`config.mk`:
```
export PLATFORM = sky130hd
export DESIGN_NAME = iq_interp_fir
export DESIGN_NICKNAME = d
export VERILOG_FILES = /design/src/rtl/iq_interp_fir.sv
export SDC_FILE = /design/constraint.sdc
export NUM_CORES = 2
export LEC_CHECK = 0
export ABC_AREA = 1
export BUFFER_PORTS_ARGS = -buffer_cell sky130_fd_sc_hd__buf_2
export CAP_MARGIN = 0
export CORE_UTILIZATION = 53
export CTS_CLUSTER_DIAMETER = 120
export DETAILED_ROUTE_END_ITERATION = 6
export PLACE_DENSITY = 0.7
export SYNTH_ARGS = -nofsm -noshare
export SYNTH_HDL_FRONTEND = slang
export SYNTH_SLANG_ARGS = --single-unit
```
`constraint.sdc`:
```
create_clock -name clk -period 15.3 [get_ports clk]
set_input_delay 3.825 -clock clk [delete_from_list [all_inputs] [get_ports clk]]
set_output_delay 3.825 -clock clk [all_outputs]
set_load 0.05 [all_outputs]
```
`src/rtl/iq_interp_fir.sv`:
```
// rtl/iq_interp_fir.sv - I/Q interpolation FIR with shared programmable taps, fixed 3-cycle latency
module iq_interp_fir #(
    parameter int IN_W   = 4,
    parameter int COEF_W = 8,
    parameter int NTAPS  = 16,
    parameter int OUT_W  = IN_W + COEF_W + $clog2(NTAPS)
) (
    input  logic                     clk,
    input  logic                     rst_n,
    input  logic                     en,
    input  logic signed [IN_W-1:0]   iup,
    input  logic signed [IN_W-1:0]   qup,
    input  logic                     coef_we,
    input  logic [$clog2(NTAPS)-1:0] coef_addr,
    input  logic signed [COEF_W-1:0] coef_data,
    output logic signed [OUT_W-1:0]  ifilt,
    output logic signed [OUT_W-1:0]  qfilt,
    output logic                     out_valid
);

    localparam int PW = IN_W + COEF_W;

    logic signed [IN_W-1:0]   tap_i_q  [NTAPS];
    logic signed [IN_W-1:0]   tap_q_q  [NTAPS];
    logic signed [COEF_W-1:0] coef_q   [NTAPS];
    logic signed [PW-1:0]     p_i_q    [NTAPS];
    logic signed [PW-1:0]     p_q_q    [NTAPS];
    logic signed [PW-1:0]     p_i_d    [NTAPS];
    logic signed [PW-1:0]     p_q_d    [NTAPS];
    logic signed [OUT_W-1:0]  sum_i_q, sum_q_q;
    logic signed [OUT_W-1:0]  sum_i_d, sum_q_d;
    logic [2:0]               v_q;

    // Delay lines advance only on accepted samples; coefficient writes are independent of en.
    always_ff @(posedge clk or negedge rst_n) begin
        if (!rst_n) begin
            for (int k = 0; k < NTAPS; k++) begin
                tap_i_q[k] <= '0;
                tap_q_q[k] <= '0;
                coef_q[k]  <= '0;
            end
        end else begin
            if (en) begin
                tap_i_q[0] <= iup;
                tap_q_q[0] <= qup;
                for (int k = 1; k < NTAPS; k++) begin
                    tap_i_q[k] <= tap_i_q[k-1];
                    tap_q_q[k] <= tap_q_q[k-1];
                end
            end
            if (coef_we) begin
                coef_q[coef_addr] <= coef_data;
            end
        end
    end

    // Operands are sign-extended to the product width so the multiply stays fully signed.
    always_comb begin
        for (int k = 0; k < NTAPS; k++) begin
            p_i_d[k] = $signed({{COEF_W{tap_i_q[k][IN_W-1]}}, tap_i_q[k]})
                     * $signed({{IN_W{coef_q[k][COEF_W-1]}}, coef_q[k]});
            p_q_d[k] = $signed({{COEF_W{tap_q_q[k][IN_W-1]}}, tap_q_q[k]})
                     * $signed({{IN_W{coef_q[k][COEF_W-1]}}, coef_q[k]});
        end
    end

    always_comb begin
        sum_i_d = '0;
        sum_q_d = '0;
        for (int k = 0; k < NTAPS; k++) begin
            sum_i_d = sum_i_d + $signed({{(OUT_W-PW){p_i_q[k][PW-1]}}, p_i_q[k]});
            sum_q_d = sum_q_d + $signed({{(OUT_W-PW){p_q_q[k][PW-1]}}, p_q_q[k]});
        end
    end

    always_ff @(posedge clk or negedge rst_n) begin
        if (!rst_n) begin
            for (int k = 0; k < NTAPS; k++) begin
                p_i_q[k] <= '0;
                p_q_q[k] <= '0;
            end
            sum_i_q <= '0;
            sum_q_q <= '0;
            v_q     <= '0;
        end else begin
            for (int k = 0; k < NTAPS; k++) begin
                p_i_q[k] <= p_i_d[k];
                p_q_q[k] <= p_q_d[k];
            end
            sum_i_q <= sum_i_d;
            sum_q_q <= sum_q_d;
            v_q     <= {v_q[1:0], en};
        end
    end

    assign ifilt     = sum_i_q;
    assign qfilt     = sum_q_q;
    assign out_valid = v_q[2];

endmodule
```
==> results.json <==
{
  "num_vias": 47600,
  "wl_mm": 170,
  "cp_max_fo": 102,
  "crit_family": "buffers and inverters",
  "clock-sinks": 675,
  "grt_max_degree": 160,
  "clkTransAtPathRegs_ns": 0.05,
  "hold_path_class": "reg2reg",
  "wl_per_cell_um": 18.2,
  "synth_async_sr_flop_share_pct": 100,
  "startpoint_type": "input pin",
  "endpoint_kind": "async pin",
  "layout_min_cycle_time_ns": 5.62,
  "start_util_pct": 53.7,
  "antenna_found_initial": 20,
  "area_growth_pct": 6.39,
  "synthCells": 7751,
  "port_buffers": 56,
  "clk_latency_ns": 0.68,
  "htree_levels": 3,
  "crit_arrival_ns": 6.26,
  "fin_nets": 9245,
  "postCtsSetupRepairBufs": 0,
  "grt_pass1_vias": 47700,
  "max_cap_viol_count": 0,
  "cts_max_path_buffers": 3,
  "synth.most_common_cell": "inv_1",
  "gr-total-overflow": 0,
  "finalSetupViolCount": 0,
  "grt_pass1_wl_mm": 271,
  "ys_types": 29,
  "synth.top_cells.by_area": "fa_1 (27%), dfrtp_1 (25%), ha_1 (13%)",
  "dp_hpwl_mm": 143,
  "skew_ns": 0.0380,
  "synth_edf_count": 0,
  "first_pass_iters": 6,
  "ant_nets": 0,
  "worst_pin_slew_ns": 1.04,
  "grt_setup_unrepaired": "false",
  "cts_tree": "done",
  "drv_slew": 0,
  "r2r_cells": 18,
  "setup_tns_ns": 0,
  "syn_area_per_cell_um2": 8.63,
  "final-seq-area_um2": 16900,
  "crit_path_max_incr_delay_ns": 0.88,
  "place.gp.congestion": 0.923,
  "multi_input_area_um2": 41300,
  "ys_ff_latch": 675,
  "die-area_um2": 128000,
  "io_pins": 57,
  "clock-root-buffer": "clkbuf_16",
  "hold_buffers": 0,
  "cp.required_ns": 15.94,
  "die_h_um": 357,
  "fmax_ghz": 0.178,
  "synth_commonest_cells": "inv_1 (2,055), nand2_1 (1,903), fa_1 (896)",
  "cp_num_cells": 3,
  "maxSlewHeadroom_pct": 30.5,
  "grt_usage_pct": 28.0,
  "fillers": 10900,
  "route.detailed.drc": 0,
  "crit_slowest_cell": "buf_4",
  "post-synth-top-area-fraction_pct": 26.8,
  "synth_nets": 9353,
  "fin_crit_sh_pct": 36.7,
  "coreArea_um2": 124000,
  "synth_top_cell_by_area": "fa_1",
  "die-width_um": 357,
  "path_buf_inv": 3,
  "layout-drive-gt1-share_pct": 2.83,
  "ys_seq_area_share_pct": 25.3,
  "ys.flop_type": "dfrtp_1",
  "row_count": 129,
  "status": "complete, no violations",
  "path_common_cell": "buf_4",
  "reg2reg_slack_ns": 10.15,
  "avgViaCountPerCell": 5.09,
  "syn_area_um2": 66900,
  "dr.first_iter.drc_count": 4307,
  "hold_viol_final": 0,
  "path_class": "in2async",
  "holdPathStages": 0,
  "cts_buffers": 79,
  "critical_path.cell_chain": "buf_8 > buf_4 > buf_4",
  "yosysWarnings": 0,
  "cts_resized": 0
}
## final timing paths
kind | startpoint | to
max in group clk | qfilt[4] | qfilt[4]
max | rst_n | p_i_q[54]
min reg2reg | v_q[0] | v_q[1]
min | v_q[0] | v_q[1]
min in group asynchronous | rst_n | p_q_q[175]
max reg2reg | p_q_q[145] | qfilt[14]
## per-stage QoR
| step | std cells | util [%] | instance area [µm²] | setup WS, ns | hold slack (ns) |
|---|---|---|---|---|---|
| 2_1_floorplan | 7751 | - | 66900 | 10.53 | 0.331 |
| 3_3_place_gp | 9199 | 54.9 | 68300 | 8.95 | 0.341 |
| 3_5_place_dp | 9199 | 54.9 | 68300 | 8.87 | 0.335 |
| 4_1_cts | 9341 | 57.2 | 71100 | 9.56 | 0.347 |
| 5_1_grt | 9341 | 57.2 | 71100 | 9.23 | 0.352 |
| 6_report | 9349 | 57.2 | 71100 | 9.68 | 0.346 |
## metal layers
metal  vias up  global-route usage [%]  part of all wire (%)
met1     23200                    41.8                    45
met2      1597                    40.9                    42
met3       200                    7.08                    10
li1      22500                       -                     -
met5         -                       0                 0.014
met4         4                    6.31                   2.3
## worst reg2reg max path, stage by stage (launching register included)
cell and delay, ns:
dfrtp_1 0.38, fa_1 0.54, inv_1 0.06, fa_1 0.45, fa_1 0.59, inv_1 0.07
fa_1 0.53, inv_1 0.05, fa_1 0.45, fa_1 0.49, inv_1 0.04, ha_1 0.30
fa_1 0.53, nand3_1 0.11, nand2_1 0.15, nand3_1 0.14, nand3_1 0.08, nand2_1 0.06
nand2_1 0.05
## cells in the final DEF, fill, tap and decap left out, types with 19 or more instances in the layout
cell type and instances:
xor2_1 168, dfrtp_1 675, nand4_1 43, fa_1 896, ha_1 682, inv_1 2055
clkbuf_16 81, nand2_1 1903, o21ai_0 291, a31oi_1 32, nor2_1 134, nand3b_1 34
a21oi_1 239, nand3_1 168, clkbuf_8 19, o21bai_1 35, buf_2 54, xnor2_1 101
## layout make-up
| type | count | share of cell area (%) |
|---|---|---|
| sequential | 675 | 23.7 |
| inverter | 2055 | 10.8 |
| clock buffer | 107 | 3.24 |
| antenna | 8 | 0.0281 |
| tap | 1637 | 2.88 |
| timing repair buffer | 66 | 0.543 |
| clock inverter | 35 | 0.746 |
| multi-input combinational | 4766 | 58.0 |
## flip-flops by register name (all words and copies together), names as in the netlist
signal,flops
ifilt,16
p_i_q,192
tap_q_q,64
coef_q,128
qfilt,16
v_q,3
p_q_q,192
tap_i_q,64
## cells by family after synthesis
family	after synthesis	synth area share, %
flops	675	25.3
fa+ha+maj	1578	39.6
xor+xnor	269	3.52
buf+inv	2310	13.1
simple gates	2310	13.8
compound gates	609	4.79
Power is left out: the tool's default activity adds up to more than one toggle a clock period on the data nets, which glitch-free logic cannot reach.
